`config.mk`:
```
export PLATFORM = sky130hd
export DESIGN_NAME = caliptra_prim_sparse_fsm_mon
export DESIGN_NICKNAME = d
export VERILOG_FILES = /design/src/rtl/caliptra_prim_sparse_fsm_pkg.sv /design/src/rtl/caliptra_prim_sparse_fsm_alert_hs.sv /design/src/rtl/caliptra_prim_sparse_fsm_mon.sv
export SDC_FILE = /design/constraint.sdc
export NUM_CORES = 1
export LEC_CHECK = 0
export ABC_CLOCK_PERIOD_IN_PS = 1600
export CORE_MARGIN = 2
export CORE_UTILIZATION = 44
export CTS_BUF_LIST = sky130_fd_sc_hd__clkbuf_16
export CTS_CLUSTER_SIZE = 25
export DETAILED_ROUTE_END_ITERATION = 10
export PLACE_DENSITY = 0.81
export RECOVER_POWER = 50
export REMOVE_ABC_BUFFERS = 1
export SLEW_MARGIN = 20
export SYNTH_ARGS = -nofsm -noshare
export SYNTH_HDL_FRONTEND = slang
export SYNTH_SLANG_ARGS = --single-unit
```
`constraint.sdc`:
```
create_clock -name clk_i -period 1.6 [get_ports clk_i]
set_input_delay 0.32 -clock clk_i [delete_from_list [all_inputs] [get_ports clk_i]]
set_output_delay 0.32 -clock clk_i [all_outputs]
set_load 0.05 [all_outputs]
```
`src/rtl/caliptra_prim_sparse_fsm_pkg.sv`:
```
// Shared definitions for the sparse FSM monitor.
//   alert_hs_state_e : sparse encoding of the alert handshake FSM. The three
//                      codes are pairwise at least 3 bits apart, so any single
//                      or double upset lands on an unused code.
//   ErrUndefIdx/ErrTransIdx : bit positions inside err_code_o.
//   ErrCntW          : width of the saturating error counter.
package caliptra_prim_sparse_fsm_pkg;

    localparam int ErrUndefIdx = 0;
    localparam int ErrTransIdx = 1;
    localparam int ErrCntW     = 8;

    // Pairwise Hamming distances: Idle/Req 4, Idle/AckWait 3, Req/AckWait 3.
    typedef enum logic [4:0] {
        HsIdle    = 5'b01101,
        HsReq     = 5'b10110,
        HsAckWait = 5'b11011
    } alert_hs_state_e;

endpackage

```
`src/rtl/caliptra_prim_sparse_fsm_alert_hs.sv`:
```
// Four-phase alert handshake toward the alert sender.
//   clk_i, rst_ni : clock, synchronous active-low reset
//   err_i         : error event this cycle
//   ack_i         : acknowledge from the alert sender
//   req_o         : alert request (registered)
//   hs_err_o      : handshake state register holds an unused code
// Errors arriving while a handshake is in flight collapse into one pending
// bit, which fires exactly one further alert once the FSM is back in idle.
module caliptra_prim_sparse_fsm_alert_hs
    import caliptra_prim_sparse_fsm_pkg::*;
(
    input  logic clk_i,
    input  logic rst_ni,
    input  logic err_i,
    input  logic ack_i,
    output logic req_o,
    output logic hs_err_o
);

    alert_hs_state_e state_q, state_d;
    logic            pend_q, pend_d;
    logic            req_q;

    always_comb begin
        state_d  = state_q;
        pend_d   = pend_q;
        hs_err_o = 1'b0;
        unique case (state_q)
            HsIdle: begin
                if (err_i || pend_q) begin
                    state_d = HsReq;
                    pend_d  = 1'b0;
                end
            end
            HsReq: begin
                if (ack_i) state_d = HsAckWait;
                if (err_i) pend_d  = 1'b1;
            end
            HsAckWait: begin
                if (!ack_i) state_d = HsIdle;
                if (err_i)  pend_d  = 1'b1;
            end
            default: begin
                // Corrupted state register: fail safe by raising an alert.
                state_d  = HsReq;
                hs_err_o = 1'b1;
                if (err_i) pend_d = 1'b1;
            end
        endcase
    end

    always_ff @(posedge clk_i) begin
        if (!rst_ni) begin
            state_q <= HsIdle;
            pend_q  <= 1'b0;
            req_q   <= 1'b0;
        end else begin
            state_q <= state_d;
            pend_q  <= pend_d;
            // Request flop mirrors the next state so it rises with the
            // edge that records the error.
            req_q   <= (state_d == HsReq);
        end
    end

    assign req_o = req_q;

endmodule

```
`src/rtl/caliptra_prim_sparse_fsm_mon.sv`:
```
// Runtime monitor for a sparse-encoded FSM state register.
//   clk_i, rst_ni    : clock, synchronous active-low reset
//   state_i          : state vector from the monitored FSM flop
//   check_en_i       : enables error detection (tracking always runs)
//   clr_i            : clears sticky status and counter
//   alert_ack_i      : acknowledge from the alert sender
//   state_idx_o      : index of the last defined state seen
//   state_idx_vld_o  : last sampled state was defined
//   err_o            : sticky error flag
//   err_code_o       : sticky {illegal transition, undefined encoding}
//   err_cnt_o        : saturating count of error cycles
//   alert_req_o      : alert request of the four-phase handshake
module caliptra_prim_sparse_fsm_mon
    import caliptra_prim_sparse_fsm_pkg::*;
#(
    parameter int                                   Width      = 10,
    parameter int                                   NumStates  = 4,
    parameter logic [NumStates-1:0][Width-1:0]      StateEnc   = '0,
    parameter int                                   ResetIdx   = 0,
    parameter logic [NumStates-1:0][NumStates-1:0]  TransLegal = '1,
    localparam int                                  IdxW       = $clog2(NumStates)
) (
    input  logic               clk_i,
    input  logic               rst_ni,
    input  logic [Width-1:0]   state_i,
    input  logic               check_en_i,
    input  logic               clr_i,
    input  logic               alert_ack_i,
    output logic [IdxW-1:0]    state_idx_o,
    output logic               state_idx_vld_o,
    output logic               err_o,
    output logic [1:0]         err_code_o,
    output logic [ErrCntW-1:0] err_cnt_o,
    output logic               alert_req_o
);

    logic [IdxW-1:0] match_idx;
    logic            undef;
    logic [IdxW-1:0] prev_idx;
    logic            prev_vld;
    logic            undef_err, trans_err, err_now;
    logic            hs_err;
    logic [1:0]      err_bits;

    // Encodings are pairwise distinct, so at most one entry matches.
    always_comb begin
        match_idx = '0;
        undef     = 1'b1;
        for (int i = 0; i < NumStates; i++) begin
            if (state_i == StateEnc[i]) begin
                match_idx = IdxW'(i);
                undef     = 1'b0;
            end
        end
    end

    // Self-loops are always legal regardless of the matrix diagonal.
    // After an undefined cycle prev_vld is low, so the first defined state
    // only reloads tracking.
    assign undef_err = check_en_i & undef;
    assign trans_err = check_en_i & ~undef & prev_vld &
                       ~TransLegal[prev_idx][match_idx] & (prev_idx != match_idx);
    assign err_now   = undef_err | trans_err;

    always_comb begin
        err_bits              = 2'b00;
        err_bits[ErrUndefIdx] = undef_err | hs_err;
        err_bits[ErrTransIdx] = trans_err;
    end

    always_ff @(posedge clk_i) begin
        if (!rst_ni) begin
            prev_idx <= IdxW'(ResetIdx);
            prev_vld <= 1'b1;
        end else if (!undef) begin
            prev_idx <= match_idx;
            prev_vld <= 1'b1;
        end else begin
            prev_vld <= 1'b0;
        end
    end

    always_ff @(posedge clk_i) begin
        if (!rst_ni) begin
            err_o      <= 1'b0;
            err_code_o <= 2'b00;
            err_cnt_o  <= '0;
        end else if (clr_i) begin
            // A coincident error survives the clear as a fresh record.
            err_o      <= |err_bits;
            err_code_o <= err_bits;
            err_cnt_o  <= err_now ? ErrCntW'(1) : '0;
        end else begin
            if (|err_bits) err_o <= 1'b1;
            err_code_o <= err_code_o | err_bits;
            if (err_now && (err_cnt_o != {ErrCntW{1'b1}}))
                err_cnt_o <= err_cnt_o + ErrCntW'(1);
        end
    end

    caliptra_prim_sparse_fsm_alert_hs u_alert_hs (
        .clk_i    (clk_i),
        .rst_ni   (rst_ni),
        .err_i    (err_now),
        .ack_i    (alert_ack_i),
        .req_o    (alert_req_o),
        .hs_err_o (hs_err)
    );

    assign state_idx_o     = prev_idx;
    assign state_idx_vld_o = prev_vld;

endmodule

```
## Word level (Yosys, flattened, before mapping)

Cells that the tools add are included.

| storage, ports and cells | value |
|---|---|
| output and inout port bits | 15 |
| bits in registers | 21 |
| logic and storage cells | 57 |

| operators by class | value |
|---|---|
| reductions and logical operators | 9 |
| bitwise gates (word level) | 9 |
| add/sub/neg operators | 1 |
| order comparisons | 2 |
| equality and inequality tests | 7 |
| muxes and demuxes | 21 |

Operators by type and width:

| kind | count |
|---|---|
| $mux W8 | 2 |
| $eq A5 B5 Y1 const B | 3 |
| $mux W5 | 3 |
| $pmux W5 S3 | 1 |
| $logic_not A10 Y1 | 1 |
| $mux W1 | 10 |
| $add A8 B1 Y8 const B | 1 |
| $bmux W4 S2 | 1 |
| $ne A8 B8 Y1 const B | 1 |
| $lt A2 B3 Y1 const B | 2 |
| $reduce_bool A2 Y1 | 3 |
| $and A1 B1 Y1 | 5 |
| $eq A5 B4 Y1 const B | 1 |
| $mux W2 | 2 |
| $mux W4 | 1 |
| $reduce_or A3 Y1 | 1 |
| $bmux W1 S2 | 1 |
| $ne A2 B1 Y1 const B | 1 |
| $ne A2 B2 Y1 | 1 |
| $or A1 B1 Y1 | 2 |
| $or A2 B2 Y2 | 1 |
| $reduce_and A2 Y1 | 1 |
| $reduce_or A2 Y1 | 1 |
| $logic_and A1 B1 Y1 | 1 |
| 2 further kinds | 2 |

## Longest topological paths before layout

| logic depth | value |
|---|---|
| word-level depth | 12 |
| depth in mapped cells | 5 |
| depth with buffers taken out | 4 |

## By module

From an unflattened synthesis, not the netlist that was laid out.

| unflattened totals | value |
|---|---|
| cell total of the unflattened synthesis | 98 |
| area, all modules | 904.6 um2 |

Modules (own cells, without submodules):

| module | sequential area each (um2) | area an instance (um2) | instances | cells each |
|---|---|---|---|---|
| caliptra_prim_sparse_fsm_mon | 240.2 | 651.9 | 1 | 73 |
| caliptra_prim_sparse_fsm_alert_hs | 140.1 | 252.7 | 1 | 25 |

## Worst setup path after synthesis

No wires, ideal clock.

| timing | value |
|---|---|
| kind | register to register |
| start point | reg err_cnt_o[2] |
| end point | reg err_cnt_o[0] |
| library setup time | 0.116 ns |
| path slack | -0.246 ns |
| required time | 1.484 ns |
| clock period less this slack | 1.846 ns |
| data arrival time | 1.730 ns |
| stages on the path, launching flop included | 5 |
| path through | dfxtp_1 -> and4_1 -> nand4_1 -> a21o_1 -> a31o_1 |

| between the ends | value |
|---|---|
| word-level cells in the longest chain between the ends | 3 |

RTL lines:

| item | line | RTL |
|---|---|---|
| start: declaration | caliptra_prim_sparse_fsm_mon.sv:33 | `output logic [ErrCntW-1:0] err_cnt_o,` |
| start signal: assignment | caliptra_prim_sparse_fsm_mon.sv:92 | `err_cnt_o <= err_now ? ErrCntW'(1) : '0;` |
| start signal: assignment | caliptra_prim_sparse_fsm_mon.sv:97 | `err_cnt_o <= err_cnt_o + ErrCntW'(1);` |
| $ne A8 B8 Y1 | caliptra_prim_sparse_fsm_mon.sv:96 | `if (err_now && (err_cnt_o != {ErrCntW{1'b1}}))` |
| $logic_and A1 B1 Y1 | caliptra_prim_sparse_fsm_mon.sv:96 |  |
| $reduce_bool A2 Y1 (no source line) | -- |  |

No other way between the ends.
A chain may end at the register's enable or synchronous reset.

## Worst setup path in the final report

| timing | value |
|---|---|
| start point | in state_i[1] |
| end point | reg u_alert_hs.pend_q |

| between the ends | value |
|---|---|
| word-level cells in the longest chain between the ends | 11 |

RTL lines:

| item | line | RTL |
|---|---|---|
| start: declaration | caliptra_prim_sparse_fsm_mon.sv:25 | `input logic [Width-1:0] state_i,` |
| $logic_not A10 Y1 (*) | caliptra_prim_sparse_fsm_mon.sv:50 | `if (state_i == StateEnc[i]) begin` |
| $mux W2 | caliptra_prim_sparse_fsm_mon.sv:50 |  |
| $bmux W1 S2 | caliptra_prim_sparse_fsm_mon.sv:62 | `~TransLegal[prev_idx][match_idx] & (prev_idx != match_idx);` |
| $mux W1 (implied by the code) | caliptra_prim_sparse_fsm_mon.sv:62 |  |
| $not A1 Y1 | caliptra_prim_sparse_fsm_mon.sv:62 |  |
| $and A1 B1 Y1 | caliptra_prim_sparse_fsm_mon.sv:61 | `assign trans_err = check_en_i & ~undef & prev_vld &` |
| $and A1 B1 Y1 | caliptra_prim_sparse_fsm_mon.sv:62 |  |
| $or A1 B1 Y1 (*) | caliptra_prim_sparse_fsm_mon.sv:63 | `assign err_now = undef_err \| trans_err;` |
| $logic_or A1 B1 Y1 | caliptra_prim_sparse_fsm_alert_hs.sv:30 | `if (err_i \|\| pend_q) begin` |
| $ne A2 B1 Y1 (no source line) | -- |  |
| $reduce_and A2 Y1 (no source line) (*) | -- |  |
| end signal: assignment | caliptra_prim_sparse_fsm_alert_hs.sv:59 | `pend_q <= pend_d;` |
| end: declaration | caliptra_prim_sparse_fsm_alert_hs.sv:21 | `logic pend_q, pend_d;` |

Mark *: on every way between the ends. The rest lies on a longest branch, timed or not. The select of a mux whose other input is x is not followed.

==> impl_summary.txt <==
----------------------------------------------------
[Outcome]
  Status ... finished, violations left
  Failing checks ... setup timing

[Routing]
  Final wirelength ... 3.29 mm
  Vias per Instance ... 6.19
  Residual DRC count ... 0
  DR vias ... 1064
  TritonRoute pass-1 iters ... 4
  Initial drt markers ... 38
  Detailed-route wire length per cell ... 19.1 um
  Residual antenna-violating net count after detailed routing ... 0

[Floorplanning]
  Number of ports placed on the die boundary ... 30
  Die span in x ... 49.4 um
  Effective utilization at floorplan ... 46.2%
  Die Y-Extent ... 49.4 um
  Die footprint ... 2440 um^2
  Core region area ... 1960 um^2
  Num rows ... 16

[Place]
  Post-Place Worst Slack ... -0.516 ns
  Final weighted congestion in routability-driven placement ... 0.881
  HPWL after detailed placement ... 1.90 mm
  PortBufs ... 28
  Placed inst area ... 1370 um^2

[Worst setup path]
  Classification of the worst setup path ... input pin to flip-flop
  Startpoint types ... input pin
  CP max FO ... 4
  Worst reg-to-reg path cell count ... 4
  Data arrival at the endpoint of the critical path ... 1.76 ns
  Critical path launch point ... state_i[1]
  Kind of capture point of the worst setup path ... flip-flop
  Worst setup endpoint ... u_alert_hs.pend_q
  WP data required ... 1.75 ns
  Launch point of the worst reg-to-reg path ... u_alert_hs.state_q[1]
  R2R Setup Slk ... 0.01 ns
  Worst R2R End ... u_alert_hs.state_q[0]

[Synthesis]
  Post-Syn Area per Cell ... 8.98 um^2
  Primary FF master, synth ... sky130_fd_sc_hd__dfxtp_1
  XOR/XNOR Fraction of Synth Area ... 0%
  Post-Synth Simple-Gate Area ... 25.7%
  Cell type contributing the most total cell area after synthesis ... sky130_fd_sc_hd__dfxtp_1
  Share of cell area taken by muxes after synthesis ... 0%
  Post-synth EDFFs ... 0
  Synth cell count leaders ... sky130_fd_sc_hd__dfxtp_1 (19), sky130_fd_sc_hd__nand2_1 (9), sky130_fd_sc_hd__nor2_1 (7), sky130_fd_sc_hd__a31oi_1 (6), sky130_fd_sc_hd__a41o_1 (6)
  Post-synthesis cell count ... 101
  Warnings, synthesis ... 0
  Portion of the post-synthesis area used by sequential elements ... 41.9%
  Largest family of logic cells by synthesized area ... compound AO/OA/AOI/OAI gates
  Synth unique cells ... 35
  Summed instance area of the synthesized netlist ... 907 um^2
  Ranking of synthesized cells by area ... sky130_fd_sc_hd__dfxtp_1 (42%), sky130_fd_sc_hd__a41o_1 (6.6%), sky130_fd_sc_hd__a31oi_1 (4.1%), sky130_fd_sc_hd__nand2_1 (3.7%), sky130_fd_sc_hd__nor2_1 (2.9%)
  Leading cell type by number of instances after synthesis ... sky130_fd_sc_hd__dfxtp_1
  Share of the synthesized area in compound gates (AO/OA/AOI/OAI) ... 26.5%
  Post-Synth Adder-Cell Area ... 1.38%
  Share of async-settable or async-resettable flops after synthesis ... 0%
  Post-synthesis register bit count ... 19
  Area fraction of the dominant cell type after synthesis ... 41.9%

[STA]
  Fin Clk Skew ... 0.00302 ns
  Final worst path period share ... 101%
  Number of setup violations in the final report ... 3
  Setup tns final ... -0.0144 ns
  Minimum clock period ... 1.61 ns
  Setup repair after global routing missed its margin ... yes
  Tightest Pin Transition ... 0.598 ns
  Final number of max-transition violations ... 0
  Highest attainable clock frequency ... 621 MHz
  Setup WS post-layout ... -0.0101 ns
  Number of failing hold endpoints at the final stage ... 0
  Normalized max-slew margin ... 60.3%
  Worst-case hold slack ... 0.484 ns

[Clock tree]
  CTS Buf Count ... 3
  Clock insertion delay at the later pin of the skew report ... 0.26 ns
  Clock sink count ... 19
  Depth of the CTS H-tree ... 1
  TritonCTS clock tree ... yes
  Number of hold buffers added after cts ... 0
  CTS clock-pin slew for the worst setup and hold paths ... 0.06 ns
  Clock tree root buffer cell ... sky130_fd_sc_hd__clkbuf_16
  Maximum clock insertion buffer count ... 2

[Power]
  Pwr dens ... 821 nW/um^2
  Overall power of the completed layout ... 1.25 mW
  Peak supply drop ... 0.786 mV
  Leakage power ... 0.682 nW

[Global routing]
  Pin count of the biggest net entering global routing ... 15
  GRT Util Overall ... 25.6%
  Vias in the first global route ... 1009
  First-pass GRT wire length ... 4.71 mm
  Number of antenna violations at the first check in global routing ... 0
  Remaining global-route overflow ... 0

[Final layout]
  Sequential standard cell area ... 383 um^2
  Antenna fix cells ... 0
  Final instance area ... 1520 um^2
  Area added between synthesis and finish ... 67.7%
  Count of filler cells inserted in the layout ... 137
  Net count of the finished layout ... 162
  Area of combinational cells with multiple inputs ... 576 um^2
  Ratio of cells with drive above 1 in the final layout ... 24.8%

[Worst hold path]
  Path class of the lowest-slack min-delay path ... flip-flop to flip-flop

[Run]
  Number of maximum-capacitance constraint violations ... 0

----------------------------------------------------
## state kept, by name (all words and copies together) (netlist names)
name / flops
state_idx_o: 1
u_alert_hs.req_o: 1
err_code_o: 1
err_cnt_o: 8
err_o: 1
state_idx_vld_o: 1
u_alert_hs.pend_q: 1
u_alert_hs.state_q: 5
## what timing repair did
action / CTS / global route
setup endpoints to repair: 11 / 13
resized for setup: 9 / 15
endpoints found under the hold margin: 0 / 0
gates cloned: 0 / 1
setup buffers: 0 / 1
pin swaps: 0 / 8
## worst max-delay path, stage by stage
cell and delay, ns:
sky130_fd_sc_hd__clkdlybuf4s50_1 0.44, sky130_fd_sc_hd__nor4_4 0.32, sky130_fd_sc_hd__a31oi_2 0.18, sky130_fd_sc_hd__clkdlybuf4s15_2 0.28, sky130_fd_sc_hd__o211a_1 0.22
## metrics by stage
stage	util (%)	cells
floorplan	-	97
global placement	69.8	166
detailed placement	69.8	166
CTS	76.5	170
global route	77.6	172
finish	77.6	172
## metal layers
| metal | track usage [%] | vias up | share of wire (%) |
|---|---|---|---|
| li1 | - | 469 | - |
| met1 | 28.8 | 501 | 37 |
| met2 | 40.8 | 70 | 48 |
| met3 | 7.98 | 24 | 9.1 |
| met4 | 18.5 | 0 | 5.4 |
| met5 | 0 | - | 0 |
## worst min path at each step
stage                       start               to  slack [ns]  cells after the start
global placement    err_code_o[0]    err_code_o[0]        0.47                      1
CTS                 err_code_o[0]    err_code_o[0]        0.49                      1
detailed placement  err_code_o[0]    err_code_o[0]        0.47                      1
finish              err_code_o[0]    err_code_o[0]        0.48                      1
global route        err_code_o[0]    err_code_o[0]        0.51                      1
floorplan                  rst_ni  state_idx_vld_o        0.39                      1
## cells in the final DEF (no fill, tap or decap), types with 3 or more instances in the layout
cell type	instances
sky130_fd_sc_hd__dfxtp_1	17
sky130_fd_sc_hd__clkbuf_1	12
sky130_fd_sc_hd__nand2_1	9
sky130_fd_sc_hd__buf_4	9
sky130_fd_sc_hd__clkdlybuf4s50_1	8
sky130_fd_sc_hd__dlymetal6s2s_1	7
sky130_fd_sc_hd__buf_12	7
sky130_fd_sc_hd__nor2_1	6
sky130_fd_sc_hd__a41o_1	6
sky130_fd_sc_hd__a31oi_1	5
sky130_fd_sc_hd__a21oi_1	4
sky130_fd_sc_hd__nand4_1	3
sky130_fd_sc_hd__inv_1	3
sky130_fd_sc_hd__o21a_1	3
sky130_fd_sc_hd__clkbuf_16	3
## cell type report
| cell class | instances | share of cell area [%] |
|---|---|---|
| Multi-Input combinational cell | 74 | 37.8 |
| Timing Repair Buffer | 44 | 28.4 |
| Sequential cell | 19 | 25.2 |
| Clock buffer | 3 | 4.93 |
| Tap cell | 27 | 2.22 |
| Inverter | 4 | 0.987 |
| Clock inverter | 1 | 0.493 |
## cells by family (layout without fill, tap and decap cells)
kind of cell / Yosys count / after routing
other: 1 / 1
flip-flops: 19 / 19
buffers and inverters: 8 / 52
adder cells (fa/ha/maj): 1 / 1
AND/OR/NAND/NOR: 41 / 41
AO/OA/AOI/OAI: 31 / 31
## power breakdown
part           switching [mW]  internal (mW)  total, mW
Clock                   0.199          0.338      0.537
Sequential             0.0148          0.495      0.509
Combinational           0.117         0.0844      0.202
Total                   0.331          0.917       1.25
Power figures use the tool's default switching activity.
